[src/rtl/lsu_pkg.sv]
// Shared types and helpers for the load/store unit: access sizes, FSM states
// and the alignment rule applied to every incoming request.
package lsu_pkg;

  typedef enum logic [1:0] {
    BYTE    = 2'b00,
    HALF    = 2'b01,
    WORD    = 2'b10,
    ILLEGAL = 2'b11
  } lsu_size_e;

  typedef enum logic [2:0] {
    IDLE     = 3'd0,
    LOAD     = 3'd1,
    STORE_RD = 3'd2,
    STORE_WR = 3'd3,
    RESP     = 3'd4
  } lsu_state_e;

  // Returns 1 for any access the block refuses, so ILLEGAL size counts too.
  function automatic logic misaligned(lsu_size_e size, logic [1:0] addr_lo);
    logic bad;
    case (size)
      BYTE:    bad = 1'b0;
      HALF:    bad = addr_lo[0];
      WORD:    bad = (addr_lo != 2'b00);
      default: bad = 1'b1;
    endcase
    return bad;
  endfunction

endpackage

[src/rtl/lsu_lane_align.sv]
// Little-endian lane steering: extracts and extends load data, and merges
// sub-word store data into the old memory word for read-modify-write.
module lsu_lane_align
  import lsu_pkg::*;
#(
  parameter int WIDTH = 32
) (
  input  logic [WIDTH-1:0] i_word,
  input  logic [WIDTH-1:0] i_new_data,
  input  logic [1:0]       i_addr_lo,
  input  logic [1:0]       i_size,
  input  logic             i_unsigned,
  output logic [WIDTH-1:0] o_load_data,
  output logic [WIDTH-1:0] o_merged
);

  logic [7:0]  w_byte;
  logic [15:0] w_half;

  always_comb begin
    w_byte = i_word[7:0];
    case (i_addr_lo)
      2'd1:    w_byte = i_word[15:8];
      2'd2:    w_byte = i_word[23:16];
      2'd3:    w_byte = i_word[31:24];
      default: w_byte = i_word[7:0];
    endcase
    w_half = i_addr_lo[1] ? i_word[31:16] : i_word[15:0];

    o_load_data = i_word;
    case (lsu_size_e'(i_size))
      BYTE:    o_load_data = {{(WIDTH-8){~i_unsigned & w_byte[7]}}, w_byte};
      HALF:    o_load_data = {{(WIDTH-16){~i_unsigned & w_half[15]}}, w_half};
      default: o_load_data = i_word;
    endcase

    // A full-word "merge" simply replaces the word.
    o_merged = i_word;
    case (lsu_size_e'(i_size))
      BYTE: begin
        case (i_addr_lo)
          2'd1:    o_merged[15:8]  = i_new_data[7:0];
          2'd2:    o_merged[23:16] = i_new_data[7:0];
          2'd3:    o_merged[31:24] = i_new_data[7:0];
          default: o_merged[7:0]   = i_new_data[7:0];
        endcase
      end
      HALF: begin
        if (i_addr_lo[1]) o_merged[31:16] = i_new_data[15:0];
        else              o_merged[15:0]  = i_new_data[15:0];
      end
      default: o_merged = i_new_data;
    endcase
  end

endmodule

[src/rtl/lsu_mem_if.sv]
// Load/store initiator: one access at a time, alignment checked, sub-word
// stores done as read-modify-write against a word-only data memory.
module lsu_mem_if
  import lsu_pkg::*;
#(
  parameter int WIDTH = 32
) (
  input  logic             clk,
  input  logic             reset_n,
  input  logic             req_valid,
  output logic             req_ready,
  input  logic             req_we,
  input  logic [1:0]       req_size,
  input  logic             req_unsigned,
  input  logic [WIDTH-1:0] req_addr,
  input  logic [WIDTH-1:0] req_wdata,
  output logic             rsp_valid,
  output logic [WIDTH-1:0] rsp_rdata,
  output logic             rsp_err,
  output logic             mem_write,
  output logic [WIDTH-1:0] mem_addr,
  output logic [WIDTH-1:0] mem_wdata,
  input  logic [WIDTH-1:0] mem_rdata
);

  // Handshake: a request transfers on a rising edge where req_valid and
  // req_ready are both high; req_ready is high only in IDLE and out of reset.
  // The response is a single rsp_valid pulse with no backpressure.

  lsu_state_e       r_state;
  lsu_state_e       w_next_state;
  logic             r_we;
  logic [1:0]       r_size;
  logic             r_unsigned;
  logic [WIDTH-1:0] r_addr;
  logic [WIDTH-1:0] r_wdata;
  logic [WIDTH-1:0] r_wdata_q;
  logic [WIDTH-1:0] r_rdata_q;
  logic             r_err;

  logic             w_accept;
  logic             w_req_err;
  logic [WIDTH-1:0] w_load_data;
  logic [WIDTH-1:0] w_merged;

  assign req_ready = (r_state == IDLE) && reset_n;
  assign w_accept  = req_valid && req_ready;
  assign w_req_err = misaligned(lsu_size_e'(req_size), req_addr[1:0]);

  lsu_lane_align #(
    .WIDTH(WIDTH)
  ) u_lane_align (
    .i_word      (mem_rdata),
    .i_new_data  (r_wdata),
    .i_addr_lo   (r_addr[1:0]),
    .i_size      (r_size),
    .i_unsigned  (r_unsigned),
    .o_load_data (w_load_data),
    .o_merged    (w_merged)
  );

  always_comb begin
    w_next_state = r_state;
    mem_write    = 1'b0;
    case (r_state)
      IDLE: begin
        if (req_valid) begin
          if (w_req_err)                           w_next_state = RESP;
          else if (!req_we)                        w_next_state = LOAD;
          else if (lsu_size_e'(req_size) == WORD)  w_next_state = STORE_WR;
          else                                     w_next_state = STORE_RD;
        end
      end
      LOAD:     w_next_state = RESP;
      STORE_RD: w_next_state = STORE_WR;
      STORE_WR: begin
        mem_write    = 1'b1;
        w_next_state = RESP;
      end
      RESP:     w_next_state = IDLE;
      default:  w_next_state = IDLE;
    endcase
  end

  assign rsp_valid = (r_state == RESP);
  assign rsp_err   = rsp_valid & r_err;
  assign rsp_rdata = rsp_valid ? r_rdata_q : '0;
  assign mem_addr  = {r_addr[WIDTH-1:2], 2'b00};
  assign mem_wdata = r_wdata_q;

  always_ff @(posedge clk or negedge reset_n) begin
    if (!reset_n) begin
      r_state    <= IDLE;
      r_we       <= 1'b0;
      r_size     <= 2'b00;
      r_unsigned <= 1'b0;
      r_addr     <= '0;
      r_wdata    <= '0;
      r_wdata_q  <= '0;
      r_rdata_q  <= '0;
      r_err      <= 1'b0;
    end else begin
      r_state <= w_next_state;
      if (w_accept) begin
        r_we       <= req_we;
        r_size     <= req_size;
        r_unsigned <= req_unsigned;
        r_addr     <= req_addr;
        r_wdata    <= req_wdata;
        // Word stores skip the read phase, so their data goes straight in.
        r_wdata_q  <= req_wdata;
        r_rdata_q  <= '0;
        r_err      <= w_req_err;
      end
      if (r_state == LOAD)     r_rdata_q <= w_load_data;
      if (r_state == STORE_RD) r_wdata_q <= w_merged;
    end
  end

endmodule

[config.mk]
export PLATFORM = sky130hd
export DESIGN_NAME = lsu_mem_if
export DESIGN_NICKNAME = d
export VERILOG_FILES = /design/src/rtl/lsu_pkg.sv /design/src/rtl/lsu_lane_align.sv /design/src/rtl/lsu_mem_if.sv
export SDC_FILE = /design/constraint.sdc
export NUM_CORES = 1
export LEC_CHECK = 0
export BUFFER_PORTS_ARGS = -buffer_cell sky130_fd_sc_hd__buf_2
export CAP_MARGIN = 20
export CORE_MARGIN = 5
export CORE_UTILIZATION = 45
export DETAILED_ROUTE_END_ITERATION = 6
export PLACE_DENSITY = 0.8
export SLEW_MARGIN = 20
export SYNTH_ARGS = -nofsm -noshare
export SYNTH_HDL_FRONTEND = slang
export SYNTH_HIERARCHICAL = 1
export SYNTH_SLANG_ARGS = --single-unit
[constraint.sdc]
create_clock -name clk -period 2.3 [get_ports clk]
set_input_delay 0.345 -clock clk [delete_from_list [all_inputs] [get_ports clk]]
set_output_delay 0.345 -clock clk [all_outputs]
set_load 0.05 [all_outputs]
==> results.md, run 1 <==
Status:
- The flow ran to the end, but the final reports show violations.
- The checks that failed: negative hold slack.

Drt:
- For this block, the initial DRC count from the detailed router was 688.
- The mean routed wirelength per cell is 20.2 um.
- The final layout contains routed wiring with a total length of 22.4 mm.
- For this run, design rule violations remaining after detail routing come to 0.
- The post-detailed-route via-to-cell ratio is 5.70.
- The count of nets left with antenna violations once routing finished came out at 0.
- The via count of the routed design is 6307.
- The first detailed-routing pass ran for 5 iterations.

Floorplan:
- The number of ports placed on the die boundary is 203.
- The die extent in x is between 100 and 150 um.
- The floorplan step defined a die boundary enclosing 19300 sq um.
- The region available for standard cell placement spans 16500 sq um.
- The placement row count is 47.
- For this configuration, the core starts out at a cell density of 45.5%.
- The floorplan step set the die height to 139 um.

Power:
- The leakage component of the power is approximately 4.5 nW.
- After layout, the design draws a total of 14.9 mW.
- The power density relative to cell area is 1650 nW/um^2.
- IR analysis of the VDD net gives a maximum drop of 0.691 mV.

Clock network:
- The clock passes through at most 2 buffers.
- In this run, CTS created clock tree buffers numbering 17.
- The number of hold buffers added after CTS was 0.
- The CTS clock-pin slew for the worst setup and hold paths is 0.06 ns.
- The number of sinks on the clock net is between 100 and 150.
- TritonCTS built the clock tree.
- The number of levels in the clock H-tree is 4.
- The clock tree root buffer cell is sky130_fd_sc_hd__clkbuf_16.
- The source-to-sink clock delay at the later pin of the worst-skew pair is 0.43 ns.

Worst setup path:
- The delay of the slowest cell on the worst path is about 0.43 ns.
- The capturing element type of the critical path is a primary output.
- The critical path is of the flop to primary output type.
- The startpoint class of the critical path is a flop.
- The signal on the critical path passes through inv_1 -> nor3_2 -> buf_6 -> and2_1 -> buf_2.
- The critical path data arrival time is 1.82 ns.
- The data required time of the critical path is 1.96 ns.
- The maximum net fanout on the critical path is 24.
- The slowest stage of the critical path is the sky130_fd_sc_hd__dfrtp_2 cell.

Min path:
- The min-delay analysis places its worst path in the category input pin to async pin.

Synthesis:
- The share of flip-flops with an asynchronous set or reset after synthesis is 100%.
- The fraction of the yosys area taken by sequential cells is 45.1%.
- In the synthesized netlist, the number of instances is 722.
- In the post-synthesis netlist, the biggest area contributors are sky130_fd_sc_hd__dfrtp_1 (45%), sky130_fd_sc_hd__mux2_2 (12%), sky130_fd_sc_hd__mux2i_1 (5.8%).
- In this run the cell area of the synthesized design comes to between 7000 and 8000 sq um.
- The flop and latch count out of synthesis is between 100 and 150.
- Of all cell types, the one taking the most synthesized area is sky130_fd_sc_hd__dfrtp_1.
- The portion of synthesized cell area occupied by the leading cell type is 45.1%.
- The number of enable-type register cells in the synthesized netlist is 0.
- In the synthesized netlist the dominant register cell turns out to be sky130_fd_sc_hd__dfrtp_1.
- In this run the mean area of a mapped cell was 10.4 sq um.
- The count of unique library cells instantiated by Yosys is 40.
- The count of warnings emitted by yosys is 6.

STA:
- The final setup TNS is 0 ns.
- For the pin with the worst max-slew slack, the measured transition is 0.812 ns.
- On the final layout, the worst hold slack is -0.0365 ns.
- The worst path in the final design needs a cycle of 2.17 ns, including I/O delays and setup.
- Setup violations remaining at the end of the flow were counted as 0.
- Dividing the final minimum period by the clock period gives a little over nine tenths.
- The fmax is 462 MHz.
- The final number of hold-violating endpoints is 16.
- The worst pin sits at a relative slew slack of between 40% and 50%.
- The worst clock skew is 0.00830 ns.
- The max-slew violation count is 0.

Layout:
- The net count of the finished layout is 975.
- Compared with the post-synthesis result, the final layout area differs by 20.4%.
- The share of the core filled with cells is 54.7%.
- Cells with a size suffix above 1 make up 39.0% of the layout.
- The filler cells instantiated in the layout total 1464.
- After the flow finishes, the layout carries non-filler instances totaling 1106.

Placed design:
- The count of input and output buffers is 200.
- Once placement completed, the tool counted placed cells totaling 1073.
- The HPWL after detailed placement is 16.0 mm.
- Routability-driven placement finished with a final weighted congestion of 0.973.

GRT:
- The overflow left after global routing is 0.
- Entering global routing, the biggest net connects 136 pins.
- The all-layer global routing usage is 23.4%.
- The first-pass GRT wire length is 36.1 mm.
- The number of global-route vias before repair is 6309.
- The initial antenna violation count is 2.

Run:
- Across the run, the number of max-cap violations was 0.
==> kinds of logic (layout without fill, tap and decap cells) <==
logic type	count (synthesis)	in the layout	share of synthesized area [%]
compound gates	122	122	12.9
other cells	1	4	0.0501
buf+inv	99	260	7.54
flops	135	135	45.1
mux	126	126	18.2
simple gates	239	239	16.1
==> registers in the layout, summed over array words and instances (netlist names) <==
| register | flops |
|---|---|
| r_wdata | 32 |
| r_unsigned | 1 |
| r_err | 1 |
| r_size | 2 |
| mem_wdata | 32 |
| r_state | 3 |
| r_rdata_q | 32 |
| r_addr | 32 |
==> routing by layer <==
| metal | global-route usage (%) | vias to the layer above | part of all wire, % |
|---|---|---|---|
| met5 | 0 | - | 0.058 |
| met2 | 35.5 | 289 | 46 |
| li1 | - | 2884 | - |
| met3 | 5.34 | 43 | 6.9 |
| met4 | 9.17 | 2 | 2.8 |
| met1 | 32.6 | 3089 | 44 |
==> layout make-up <==
type / count / area [sq um] / area share, %
repair buffers: 225 / 1250 / 13.8
multi-input cells: 489 / 3560 / 39.5
diodes: 2 / 5.00 / 0.0555
clock buffers: 19 / 453 / 5.02
inverters: 4 / 15.0 / 0.167
well taps: 220 / 275 / 3.05
clock inverters: 12 / 81.3 / 0.902
flip-flops and latches: 135 / 3380 / 37.5
==> where the power goes <==
part           switching [mW]  internal (mW)
logic                    5.16           2.87
clock network            1.06           1.42
registers               0.846           3.50
==> final timing paths <==
kind                              from       endpoint  slack (ns)  cells after the start
setup / recovery            r_state[2]   rsp_rdata[3]        0.13                      5
hold / removal                 reset_n     r_state[2]       -0.04                      2
setup reg to reg             r_addr[1]  mem_wdata[11]        0.24                      5
hold reg to reg              r_addr[5]      r_addr[5]        0.48                      1
max in group asynchronous      reset_n     r_addr[13]        1.65                      2
min in group clk           req_addr[5]      r_addr[5]        0.14                      2
==> cell usage after synthesis, drive strengths merged, types with 7 or more instances <==
library cell  number
dfrtp            135
mux2              83
and2              35
nand3             34
o21ai             42
a32o               8
nand2            100
buf               57
clkbuf            38
a211o              7
o221ai            16
mux2i             43
nor2              10
a221o             40
and3              40
==> per-stage QoR <==
step,area [sq um],setup WS (ns)
2_1_floorplan,7490,0.102
3_3_place_gp,8460,0.353
3_5_place_dp,8460,0.284
4_1_cts,8990,0.0192
5_1_grt,9010,-0.00159
6_report,9010,0.134
==> placed cells by master (no fill, tap or decap), types with 4 or more instances in the layout <==
cell type                    count
sky130_fd_sc_hd__clkinvlp_4      4
sky130_fd_sc_hd__dfrtp_1       134
sky130_fd_sc_hd__a221o_1        40
sky130_fd_sc_hd__clkinv_2        5
sky130_fd_sc_hd__and3_1         40
sky130_fd_sc_hd__mux2_2         77
sky130_fd_sc_hd__o221ai_1       16
sky130_fd_sc_hd__buf_2         195
sky130_fd_sc_hd__mux2_1          6
sky130_fd_sc_hd__and2_1         34
sky130_fd_sc_hd__a32o_1          8
sky130_fd_sc_hd__inv_1           4
sky130_fd_sc_hd__clkbuf_4        4
sky130_fd_sc_hd__mux2i_1        43
sky130_fd_sc_hd__clkbuf_16      17
sky130_fd_sc_hd__o21ai_1         5
sky130_fd_sc_hd__a211o_1         7
sky130_fd_sc_hd__buf_4          21
sky130_fd_sc_hd__nand3_1        33
sky130_fd_sc_hd__nand2_1        99
sky130_fd_sc_hd__nor2b_1         4
sky130_fd_sc_hd__nor2_1         10
sky130_fd_sc_hd__o21ai_0        37
==> critical path, delay by kind of cell (launching register included) <==
kind,cells,cell delay [ns]
buf+inv,3,0.56
flops,1,0.43
simple gates,2,0.40
==> timing repair <==
item                                    4_1_cts  5_1_grt
buffers inserted                              0        0
endpoints found under the setup margin        0       33
gates resized for setup                       0        6
Power figures use the tool's default switching activity.
==> inputs of run 2 (changes only) <==
--- a/config.mk
+++ b/config.mk
@@ -8,8 +8,9 @@
 export BUFFER_PORTS_ARGS = -buffer_cell sky130_fd_sc_hd__buf_2
 export CAP_MARGIN = 20
+export CORE_ASPECT_RATIO = 0.5
 export CORE_MARGIN = 5
 export CORE_UTILIZATION = 45
 export DETAILED_ROUTE_END_ITERATION = 6
-export PLACE_DENSITY = 0.8
+export PLACE_DENSITY = 0.83
 export SLEW_MARGIN = 20
 export SYNTH_ARGS = -nofsm -noshare
==> constraint.sdc (replaced) <==
create_clock -name clk -period 1.9 [get_ports clk]
set_input_delay 0.095 -clock clk [delete_from_list [all_inputs] [get_ports clk]]
set_output_delay 0.095 -clock clk [all_outputs]
set_load 0.05 [all_outputs]
==> run 2 against run 1 <==
Net effect:
- the flow finishes with violations (negative setup slack)
- flip-flop and latch count stayed put
- via count up 18%
- clock skew up 0.0020 ns
- critical path type unchanged
- non-clock buffer count rose by 100
- total power is 41% higher
- clock power up 48%
- combinational power is 48% higher
- die area rose by 0.81%
- hold slack better by 0.079 ns
- global-route usage up 3.6 points
- final area up 19%
- critical path depth increased by 2
==> results.md, run 2 (same netlist as run 1, synthesis figures left out) <==
Status:
- The flow ran to the end, but the final reports show violations.
- The checks that failed: negative setup slack.

Clock network:
- The number of levels in the clock H-tree is 4 (unchanged).
- The CTS tree is yes.
- The number of sinks on the clock net came to 135 (unchanged).
- The clock tree root buffer cell is sky130_fd_sc_hd__clkbuf_16.
- The number of buffers inserted during clock tree synthesis came to 17 (unchanged).
- The CTS clock-pin slew for the worst setup and hold paths was 0.07 ns (about the same).
- The maximum count of clock buffers along a single path is 2 (unchanged).
- The source-to-sink clock delay at the later pin of the worst-skew pair is 0.42 ns (about the same).

STA:
- The number of setup violations in the final report came to 45 (+45).
- The final number of hold-violating endpoints is 0 (-16).
- The worst clock skew came to 0.0103 ns (+0.00195 ns).
- The max-slew violation count came to 0 (unchanged).
- Setup repair after global routing could not meet its margin everywhere.
- The least setup slack across all paths after layout is -0.0582 ns (-0.192 ns).
- The routed design could run at a clock period as short as 1.96 ns.
- The final setup TNS is -1.35 ns (-1.35 ns).
- The worst hold margin was 0.0428 ns (+0.0793 ns).
- The fmax is 511 MHz.
- After layout, the worst path uses 103% of the clock period.
- The transition time at the pin with the least slew margin is 0.730 ns (-0.0818 ns).
- The headroom to the max-slew limit was 51.3% (+5.5 points).

Worst setup path:
- The slowest stage of the critical path belongs to the cell sky130_fd_sc_hd__dfrtp_2.
- The maximum net fanout on the critical path was 8 (-67%).
- The data required time of the critical path is 1.80 ns (-0.16 ns).
- The worst setup path category is flop to primary output.
- STA classifies the critical path startpoint as a flop.
- Among the stages of the critical path, the cell type that occurs most often is sky130_fd_sc_hd__buf_8.
- The delay of the slowest cell on the worst path is 0.46 ns (+0.03 ns).
- Traced cell by cell, the critical path runs through inv_2 -> nor3_4 -> buf_12 -> buf_8 -> buf_8 -> and2_4 -> buf_8.
- The capturing element type of the critical path is a primary output.
- The critical path data arrival time is 1.86 ns (+0.04 ns).

Floorplan:
- The die extent in x is 192 um (+38%).
- The placement row count is 33 (-30%).
- The number of ports placed on the die boundary was 203 (unchanged).
- The die height is 101 um (-27%).
- The initial standard-cell utilization of the core is 45.8% (+0.32 points).
- The total die area was 19500 sq um (+0.81%).
- The placeable core region is 16400 sq um (-0.70%).

Drt:
- The number of violations reported at the end of detailed-routing iteration 0 came to 1102 (+60%).
- The mean routed wirelength per cell is 23.6 um (+17%).
- The post-detailed-route via-to-cell ratio was 6.13 (+7.4%).
- The via count of the routed design was 7436 (+18%).
- The total detailed-routing wirelength was 28.7 mm (+28%).
- The post-route DRC violation count was 0 (unchanged).
- The first-pass detailed-route iteration total was 6 (+1).
- The remaining number of nets flagged by the antenna check after routing came to 0 (unchanged).

GRT:
- The overflow left after global routing is 0 (unchanged).
- The all-layer global routing usage is 26.9% (+3.6 points).
- The largest net degree at the start of global routing is 136 (unchanged).
- The number of global-route vias before repair is 7093 (+12%).
- The first-pass GRT wire length is 40.7 mm (+13%).
- The initial antenna violation count came to 0 (-2).

Layout:
- The sequential cell area in the final layout came to 3390 sq um (+0.19%).
- The most common library cell in the layout ignoring fill and taps is sky130_fd_sc_hd__buf_2.
- The count of nets after finishing is 1077 (+10%).
- In the layout the commonest cells are sky130_fd_sc_hd__buf_2 (167), sky130_fd_sc_hd__dfrtp_1 (129), sky130_fd_sc_hd__nand2_1 (99), sky130_fd_sc_hd__dlygate4sd3_1 (69), sky130_fd_sc_hd__mux2_2 (67).
- The proportion of layout cells with a drive suffix above 1 is 43.5% (+4.4 points).
- From synthesis to final layout, the design area changed by 43.2%.
- The count of filler cells inserted in the layout is 1192 (-19%).
- The final antenna diode count is 0 (-2).
- The multi-input gate area in the final layout came to 3780 sq um (+6.2%).

Min path:
- The kind of path behind the tightest hold check is input pin to flop.

Placed design:
- The half-perimeter wire length after detailed placement is 17.1 mm (+6.3%).
- The routability-driven placement congestion ratio is 0.965 (-0.84%).
- The count of input and output buffers is 200 (unchanged).

Power:
- The maximum vdd drop came to 1.06 mV (+53%).
- The power density relative to cell area is 1960 nW/um^2 (+19%).
- The leakage component of the power came to 5.23 nW (+16%).

Run:
- The total of max-cap violations is 0 (unchanged).
-- run 2: changes by cell type in the layout (fill, tap and decap cells not counted), sizes merged, moves of 3 or more --
cell         change
dlygate4sd3     +69
clkinv           -5
buf             +32
clkbuf           -3
inv              +4
bufinv           +4
-- run 2: repair_timing --
action,CTS,global route
pin swaps,12,6
gates cloned,6,4
setup buffers,5,7
resized for setup,80,49
endpoints found under the hold margin,235,0
hold buffers,69,0
endpoints found under the setup margin,35,92
-- run 2: worst paths after layout --
kind | from | endpoint | slack, ns | depth (start not counted)
max reg2reg | r_size[0] | mem_wdata[1] | -0.06 | 6
min in group asynchronous | reset_n | r_wdata[14] | 0.42 | 3
max | r_state[2] | rsp_rdata[15] | -0.06 | 7
min reg2reg | r_addr[12] | r_addr[12] | 0.50 | 1
max in group asynchronous | reset_n | r_state[1] | 0.93 | 3
min | req_valid | r_state[1] | 0.04 | 3
-- run 2: cell type report --
cell class              count  share of cell area [%]
flip-flops and latches    135                    31.6
well taps                 227                    2.65
inverters                   4                   0.140
clock inverters            13                    1.80
clock buffers              19                    4.13
repair buffers            325                    24.4
multi-input cells         491                    35.2
-- run 2: critical path, delay by kind of cell, from the launching register on --
kind                   cells  cell delay (ns)
DFF                        1             0.46
and+or+nand+nor            2             0.37
buffers and inverters      5             0.61
-- run 2: per-stage QoR --
stage / power [mW] / worst slack (ns) / util (%) / cell area (sq um) / instances
floorplan: 13.1 / -0.271 / - / 7560 / 723
global placement: 15.2 / 0.0748 / 53.5 / 8750 / 1091
detailed placement: 15.5 / 0.0245 / 53.5 / 8750 / 1091
CTS: 19.9 / -0.0331 / 63.8 / 10400 / 1203
global route: 21.7 / -0.104 / 65.5 / 10700 / 1214
finish: 21.0 / -0.0582 / 65.5 / 10700 / 1214
-- run 2: where the power goes --
part           leakage [nW]  internal (mW)  switching, mW
logic                  3.26           4.75           7.11
registers              1.66           4.25           1.20
clock network         0.305           2.25           1.41
-- run 2: per-layer routing --
layer	vias up	routed length, um	global-route usage (%)
met1	3632	11100	35.5
met2	577	13100	43.0
li1	3095	-	-
met5	-	48	1.92
met3	130	3110	6.99
met4	2	1260	10.4
